## src/rtl/pacman_btn_conditioner.sv

```systemverilog
// Input conditioner between the board push-buttons and the game logic.
// Synchronises and debounces the four raw buttons. Each newly pressed button
// is latched as a one-hot direction request that stays valid until the game
// logic acknowledges it.
//
// Ports:
//   clk            system clock, rising edge
//   rst            asynchronous active-low reset
//   rbtn_raw       raw right button (asynchronous, may bounce)
//   lbtn_raw       raw left button
//   ubtn_raw       raw up button
//   dbtn_raw       raw down button
//   dir_ack        1-cycle pulse: game logic consumed dir_req
//   rbtn           debounced right level
//   lbtn           debounced left level
//   ubtn           debounced up level
//   dbtn           debounced down level
//   dir_req        one-hot direction: 0001 right, 0010 left, 0100 up, 1000 down
//   dir_req_valid  dir_req holds an unconsumed request
module pacman_btn_conditioner #(
  parameter int unsigned DEBOUNCE_CYCLES = 1000000,
  parameter int unsigned CNT_W           = 20
) (
  input  logic       clk,
  input  logic       rst,
  input  logic       rbtn_raw,
  input  logic       lbtn_raw,
  input  logic       ubtn_raw,
  input  logic       dbtn_raw,
  input  logic       dir_ack,
  output logic       rbtn,
  output logic       lbtn,
  output logic       ubtn,
  output logic       dbtn,
  output logic [3:0] dir_req,
  output logic       dir_req_valid
);

  localparam int unsigned NBTN = 4;
  localparam logic [CNT_W-1:0] CNT_LAST = CNT_W'(DEBOUNCE_CYCLES - 1);

  typedef enum logic [1:0] {
    RELEASED,
    PRESS_WAIT,
    PRESSED,
    RELEASE_WAIT
  } db_state_e;

  // Bit order everywhere: {down, up, left, right}
  logic [NBTN-1:0] raw;
  logic [NBTN-1:0] sync1_q;
  logic [NBTN-1:0] sync2_q;
  logic [NBTN-1:0] level;
  logic [NBTN-1:0] level_dly_q;
  logic [NBTN-1:0] press_evt_c;

  assign raw = {dbtn_raw, ubtn_raw, lbtn_raw, rbtn_raw};

  // Two-flop synchroniser for the asynchronous button inputs
  always_ff @(posedge clk or negedge rst) begin
    if (!rst) begin
      sync1_q <= '0;
      sync2_q <= '0;
    end else begin
      sync1_q <= raw;
      sync2_q <= sync1_q;
    end
  end

  // Per-button debounce FSM
  for (genvar i = 0; i < NBTN; i++) begin : g_btn
    db_state_e        state_q;
    db_state_e        state_d;
    logic [CNT_W-1:0] cnt_q;
    logic [CNT_W-1:0] cnt_d;
    logic             level_q;
    logic             level_d;

    always_ff @(posedge clk or negedge rst) begin
      if (!rst) begin
        state_q <= RELEASED;
        cnt_q   <= '0;
        level_q <= 1'b0;
      end else begin
        state_q <= state_d;
        cnt_q   <= cnt_d;
        level_q <= level_d;
      end
    end

    always_comb begin
      state_d = state_q;
      cnt_d   = cnt_q;
      level_d = level_q;
      unique case (state_q)
        RELEASED: begin
          if (sync2_q[i]) begin
            state_d = PRESS_WAIT;
            cnt_d   = CNT_W'(1);
          end
        end
        PRESS_WAIT: begin
          if (!sync2_q[i]) begin
            state_d = RELEASED;
            cnt_d   = '0;
          end else if (cnt_q == CNT_LAST) begin
            state_d = PRESSED;
            level_d = 1'b1;
            cnt_d   = '0;
          end else begin
            cnt_d = cnt_q + CNT_W'(1);
          end
        end
        PRESSED: begin
          if (!sync2_q[i]) begin
            state_d = RELEASE_WAIT;
            cnt_d   = CNT_W'(1);
          end
        end
        RELEASE_WAIT: begin
          if (sync2_q[i]) begin
            state_d = PRESSED;
            cnt_d   = '0;
          end else if (cnt_q == CNT_LAST) begin
            state_d = RELEASED;
            level_d = 1'b0;
            cnt_d   = '0;
          end else begin
            cnt_d = cnt_q + CNT_W'(1);
          end
        end
        default: begin
          state_d = RELEASED;
          cnt_d   = '0;
          level_d = 1'b0;
        end
      endcase
    end

    assign level[i] = level_q;
  end

  assign rbtn = level[0];
  assign lbtn = level[1];
  assign ubtn = level[2];
  assign dbtn = level[3];

  // Delayed copy of the levels; a rising level is a press event
  always_ff @(posedge clk or negedge rst) begin
    if (!rst) begin
      level_dly_q <= '0;
    end else begin
      level_dly_q <= level;
    end
  end

  assign press_evt_c = level & ~level_dly_q;

  // Direction request latch: a new press always wins over an ack
  logic [3:0] dir_req_q;
  logic [3:0] dir_req_d;
  logic       dir_valid_q;
  logic       dir_valid_d;

  always_comb begin
    dir_req_d   = dir_req_q;
    dir_valid_d = dir_valid_q;
    if (press_evt_c[0]) begin
      dir_req_d   = 4'b0001;
      dir_valid_d = 1'b1;
    end else if (press_evt_c[1]) begin
      dir_req_d   = 4'b0010;
      dir_valid_d = 1'b1;
    end else if (press_evt_c[2]) begin
      dir_req_d   = 4'b0100;
      dir_valid_d = 1'b1;
    end else if (press_evt_c[3]) begin
      dir_req_d   = 4'b1000;
      dir_valid_d = 1'b1;
    end else if (dir_ack) begin
      dir_valid_d = 1'b0;
    end
  end

  always_ff @(posedge clk or negedge rst) begin
    if (!rst) begin
      dir_req_q   <= 4'b0001;
      dir_valid_q <= 1'b0;
    end else begin
      dir_req_q   <= dir_req_d;
      dir_valid_q <= dir_valid_d;
    end
  end

  assign dir_req       = dir_req_q;
  assign dir_req_valid = dir_valid_q;

endmodule

```

## config.mk

```make
export PLATFORM = sky130hd
export DESIGN_NAME = pacman_btn_conditioner
export DESIGN_NICKNAME = d
export VERILOG_FILES = /design/src/rtl/pacman_btn_conditioner.sv
export SDC_FILE = /design/constraint.sdc
export NUM_CORES = 1
export LEC_CHECK = 0
export CORE_MARGIN = 2
export CORE_UTILIZATION = 55
export CTS_CLUSTER_DIAMETER = 50
export DETAILED_ROUTE_END_ITERATION = 7
export PLACE_DENSITY = 0.75
export RECOVER_POWER = 50
export SYNTH_ARGS = -nofsm -noshare
export SYNTH_HDL_FRONTEND = slang
export SYNTH_SLANG_ARGS = --single-unit
```

## constraint.sdc

```tcl
create_clock -name clk -period 2 [get_ports clk]
set_input_delay 0.3 -clock clk [delete_from_list [all_inputs] [get_ports clk]]
set_output_delay 0.3 -clock clk [all_outputs]
set_load 0.05 [all_outputs]
```

==> summary.md, run 1 <==
| Metric | Value |
|---|---|
| Status | `finished clean` |
| Overall Global Routing Usage | `23.1%` |
| Vias in the first global route | `4540` |
| CTS tree | `built` |
| Net Count, Synth | `596` |
| RR Startpoint | `g_btn[1].cnt_q[0]` |
| # Max-Cap Violations | `0` |
| Worst-Skew Late Latency | `0.38 ns` |
| CTS Root Cell | `clkbuf_8` |
| Commonest cells post-synth | `dfrtp_1, nand2_1, a31oi_1` |
| Buffer depth of the longest clock path | `2` |
| Inserted Clock Buffers | `9` |
| First-pass GRT wire length | `21.0 mm` |
| GR Overflow Total | `0` |
| DP Area | `6180 µm²` |
| Number of enable flip-flop cells after synthesis | `0` |
| N_diodes | `0` |
| RSZ-0062 raised after global routing | `yes` |
| Initial Util | `57.1%` |
| Max-slew headroom | `32.4%` |
| Cell area after layout | `6440 µm²` |
| Gpl congestion | `0.809` |
| Num rows | `36` |
| CP startpoint kind | `flip-flop` |
| Final Slew Violations | `0` |
| Bufs and invs on worst path | `1` |
| Number of stages on the worst setup path | `1` |
| CP Class | `flip-flop to primary output` |
| Clk slew on worst S/H paths | `0.10 ns` |
| Register area share after synthesis | `48.6%` |
| R2r setup slk | `0.11 ns` |
| Worst IR drop on VDD | `0.000503 V` |
| Worst Setup SP | `rbtn` |
| Crit path to | `rbtn` |
| Avg Cell Area, Syn | `9.59 µm²` |
| Clk_skew | `0.00980 ns` |
| Fin. Hold Viols | `0` |
| DR pass1 iterations | `4` |
| Netlist cell types | `63` |
| CP top delay family | `buffers and inverters` |
| Detailed Place HPWL | `8.31 mm` |
| Total Power | `5.38 mW` |
| Antenna violations before repair | `0` |
| H-tree Lvls | `3` |
| Die height | `105 µm` |
| Final setup viols | `0` |
| PD cells | `835 nW/µm²` |
| Post-DRT Antenna Nets | `0` |
| Worst-path fanout max | `4` |
| R2r endpoint | `g_btn[1].cnt_q[19]` |
| Most frequent cell after synthesis | `dfrtp_1` |
| CP Cell Sequence | `clkdlybuf4s50_1` |
| Detailed Route WL | `12.1 mm` |
| Area leader, netlist | `dfrtp_1` |
| Worst slew pin tran | `1.01 ns` |
| Setup TNS | `0 ns` |
| Max stage delay on crit path | `0.83 ns` |
| Layout cells sized above 1 | `15.0%` |
| HP Class | `flip-flop to flip-flop` |
| Core ar. | `9820 µm²` |
| Mapped Area | `5610 µm²` |
| Top-level I/O count | `16` |
| Synth Instances | `585` |
| FF-to-FF path depth | `7` |
| Vias | `4684` |
| Final worst path period share | `96.0%` |
| Main synth FF type | `dfrtp_1` |
| Worst endpoint required time | `1.70 ns` |
| Final hold slack | `0.356 ns` |
| Pre-CTS WS | `0.0528 ns` |
| PortBufs | `15` |
| Period minus WS final | `1.92 ns` |
| Die width | `105 µm` |
| Max Fclk | `521 MHz` |
| Synth top area share | `48.2%` |
| Pin count of the biggest net entering global routing | `62` |
| Worst Path Arrival | `1.62 ns` |
| Top post-synthesis cells by area | `dfrtp_1, a31oi_1, nand3_1, nand2_1, a21oi_1` |
| Number of DRC markers in iteration 0 | `228` |
| WL per Instance | `15.7 µm` |
| Synthesis-stage register bit count | `109` |
| Final WS setup | `0.0799 ns` |
| CP max stage cell | `clkdlybuf4s50_1` |
| Yosys warnings | `0` |
| Setup crit end kind | `primary output` |
| P_leak | `2.80 nW` |
| P&R area growth vs syn | `14.8%` |
| DRC Markers | `0` |
| Routed vias/inst | `6.06` |
| Die ar. | `11000 µm²` |
| Nets | `646` |
| Share of async-settable or async-resettable flops after synthesis | `100%` |
| Num Clock Sinks | `109` |
layout make-up:
class | instances | area [µm²]
Sequential cell | 109 | 2730
Inverter | 13 | 48.8
Clock buffer | 9 | 124
Clock inverter | 7 | 81.3
Fill cell | 830 | 3380
Multi-Input combinational cell | 437 | 2730
Timing Repair Buffer | 65 | 568
Tap cell | 133 | 166
logic make-up after synthesis:
family | after synthesis | synth area share (%)
flip-flops | 109 | 48.6
XOR/XNOR | 5 | 0.914
adder cells (fa/ha/maj) | 4 | 0.892
AO/OA/AOI/OAI | 165 | 19.3
AND/OR/NAND/NOR | 253 | 25.3
multiplexers | 10 | 1.83
buffers and inverters | 39 | 3.19
where the power goes:
group          internal [mW]  switching, mW  total [mW]
clock                  0.602          0.806        1.41
sequential              2.36          0.204        2.57
combinational          0.583          0.823        1.41
total                   3.55           1.83        5.38
layout by cell type (no fill, tap or decap), types with 19 or more instances in the layout:
master    count
nor2_1       37
dfrtp_1     108
nand4_1      19
a21oi_1      39
a31oi_1      52
buf_4        44
nand2_1      60
o21ai_0      24
nand2b_1     22
nand3_1      46
through the flow:
stage / instances / util [%]
after floorplan: 585 / -
after global placement: 750 / 63.0
after detailed placement: 750 / 63.0
after CTS: 767 / 65.1
after global routing: 773 / 65.6
final: 773 / 65.6
sequential cells by signal, summed over array words and instances, names as in the netlist, 4 cells and up, named ones only:
register,cells
sync2_q,4
dir_req,4
sync1_q,4
level_dly_q,4
g_btn.cnt_q,80
g_btn.state_q,4
how the worst min path moves through the flow:
stage	depth (start not counted)	slack [ns]	endpoint	startpoint
global placement	1	0.20	g_btn[1].cnt_q[9]	rst
global route	0	0.36	sync2_q[2]	sync1_q[2]
CTS	2	0.31	g_btn[3].cnt_q[10]	rst
floorplan	0	0.004	async pin	rst
detailed placement	1	0.20	g_btn[1].cnt_q[10]	rst
finish	0	0.36	sync2_q[0]	sync1_q[0]
layer usage:
metal  GRT usage (%)  vias to the layer above  share of wire, %
met2            39.2                       71                51
met5               0                        -                 0
li1                -                     2293                 -
met4            6.10                        0               1.1
met3            4.99                        9               3.1
met1            30.2                     2311                45
timing repair:
item                                    CTS  global route
endpoints found under the setup margin    2            28
hold buffers                              1             0
setup buffers                             0             6
endpoints found under the hold margin    16             0
resized for setup                         2             7
No activity file was read; power rests on OpenSTA's default activity.
==> inputs of run 2 (changes only) <==
--- a/config.mk
+++ b/config.mk
@@ -6,10 +6,10 @@
 export NUM_CORES = 1
 export LEC_CHECK = 0
 export CORE_MARGIN = 2
-export CORE_UTILIZATION = 55
+export CORE_UTILIZATION = 50
 export CTS_CLUSTER_DIAMETER = 50
 export DETAILED_ROUTE_END_ITERATION = 7
-export PLACE_DENSITY = 0.75
+export PLACE_DENSITY = 0.69
 export RECOVER_POWER = 50
 export SYNTH_ARGS = -nofsm -noshare
 export SYNTH_HDL_FRONTEND = slang
==> run 2 against run 1 <==
Compared with the run above: combinational power fell by 4%; final cell count up 0.78%; first-iteration DRC count is 63% higher; fmax grew 0.78%; critical path type unchanged.
==> summary.md, run 2 (synthesized netlist as in run 1, its figures left out) <==
| Metric | Value |
|---|---|
| Initial Util | `51.5%` |
| Worst-Skew Late Latency | `0.38 ns` |
| CP max stage cell | `clkdlybuf4s50_1` |
| Die width | `110 µm` |
| Most frequent cells in the layout | `dfrtp_1, nand2_1, a31oi_1, nand3_1, buf_4` |
| Number of stages on the worst setup path | `1` |
| Fin. Hold Viols | `0` |
| # Max-Cap Violations | `0` |
| Clk slew on worst S/H paths | `0.11 ns` |
| Overall Global Routing Usage | `22.1%` |
| Number of DRC markers in iteration 0 | `371` |
| Setup TNS | `0 ns` |
| Clk_skew | `0.0137 ns` |
| Worst Setup SP | `dir_req[3]` |
| Final setup viols | `0` |
| Die height | `110 µm` |
| CP Cell Sequence | `clkdlybuf4s50_1` |
| WL per Instance | `15.8 µm` |
| Vias in the first global route | `4457` |
| Final hold slack | `0.359 ns` |
| Period minus WS final | `1.91 ns` |
| DRC Markers | `0` |
| P_leak | `2.78 nW` |
| Vias | `4727` |
| CP Class | `flip-flop to primary output` |
| Max-slew headroom | `53.1%` |
| N_diodes | `0` |
| Worst-path fanout max | `2` |
| Setup crit end kind | `primary output` |
| Top-level I/O count | `16` |
| PortBufs | `15` |
| P&R area growth vs syn | `14.9%` |
| DR pass1 iterations | `5` |
| Inserted Clock Buffers | `9` |
| CTS Root Cell | `clkbuf_8` |
| CP startpoint kind | `flip-flop` |
| Bufs and invs on worst path | `1` |
| Detailed Route WL | `12.3 mm` |
| PD cells | `840 nW/µm²` |
| Core ar. | `10900 µm²` |
| Die ar. | `12100 µm²` |
| Num Clock Sinks | `109` |
| First-pass GRT wire length | `20.9 mm` |
| H-tree Lvls | `3` |
| R2r endpoint | `g_btn[1].cnt_q[7]` |
| Most common cell after layout, fill and taps aside | `dfrtp_1` |
| Final worst path period share | `95.3%` |
| Worst slew pin tran | `0.701 ns` |
| FF-to-FF path depth | `7` |
| Status | `finished clean` |
| Buffer depth of the longest clock path | `2` |
| Total Power | `5.42 mW` |
| Pin count of the biggest net entering global routing | `44` |
| Worst Path Arrival | `1.61 ns` |
| Max reg flops | `80` |
| RSZ-0062 raised after global routing | `no` |
| Final Slew Violations | `0` |
| RR Startpoint | `g_btn[1].cnt_q[1]` |
| Antenna violations before repair | `1` |
| Most flop-heavy register | `g_btn.cnt_q` |
| Layout cells sized above 1 | `15.0%` |
| Gpl congestion | `0.846` |
| HP Class | `flip-flop to flip-flop` |
| CP top delay family | `buffers and inverters` |
| Nets | `645` |
| Hold wc startpoint | `sync1_q[0]` |
| Crit path to | `dir_req[3]` |
| Num rows | `38` |
| Routed vias/inst | `6.07` |
| Post-DRT Antenna Nets | `0` |
| R2r setup slk | `0.10 ns` |
| Max stage delay on crit path | `0.82 ns` |
| Detailed Place HPWL | `8.58 mm` |
| GR Overflow Total | `0` |
| Max Fclk | `525 MHz` |
| Worst endpoint required time | `1.70 ns` |
| CTS tree | `built` |
| Worst IR drop on VDD | `0.000544 V` |
## run 2: worst reg2reg max path, stage by stage (launching register included)
cell and delay (ns):
dfrtp_1 0.42, ha_1 0.20, and3_4 0.19, and3_4 0.20, a31o_4 0.21, buf_4 0.16, or3_1 0.34, o21ai_0 0.09
## run 2: through the flow
step	utilization [%]	setup WS (ns)	std cells	cell area [µm²]
2_1_floorplan	-	0.0173	585	5610
3_3_place_gp	56.7	0.0990	758	6180
3_5_place_dp	56.7	0.00131	758	6180
4_1_cts	58.9	0.00507	775	6410
5_1_grt	59.2	0.000636	779	6450
6_report	59.2	0.0947	779	6450
## run 2: worst min path at each step
stage                                    to  slack, ns  cells past startpoint
final                            sync2_q[0]       0.36                      0
after global routing             sync2_q[0]       0.37                      0
after CTS                        sync1_q[2]       0.32                      1
after detailed placement  g_btn[1].cnt_q[9]       0.25                      1
after global placement    g_btn[1].cnt_q[9]       0.25                      1
after floorplan                   async pin      0.004                      0
## run 2: power breakdown
group | internal (mW) | total [mW] | switching, mW
Combinational | 0.545 | 1.35 | 0.808
Sequential | 2.36 | 2.57 | 0.210
Clock | 0.717 | 1.49 | 0.775
## run 2: area by class of cell
class	count	area [µm²]
clock buffer	10	128
clock inverter	6	93.8
fill	931	4440
inverter	13	48.8
multi-input combinational	437	2740
sequential	109	2730
tap	140	175
timing repair buffer	64	536
## run 2: metal layers
metal	track usage (%)	up-vias	share of wire, %	routed length, µm
li1	-	2284	-	-
met1	29.0	2326	45	5550
met2	36.4	100	50	6170
met3	4.86	15	3.7	458
met4	6.96	2	1.2	153
met5	0	-	0.11	13
## run 2: repair_timing
action,in CTS,in global routing
endpoints found under the hold margin,25,0
setup endpoints to repair,5,21
buffers inserted,0,4
resized for setup,3,7
cloned,0,0
hold buffers,1,0
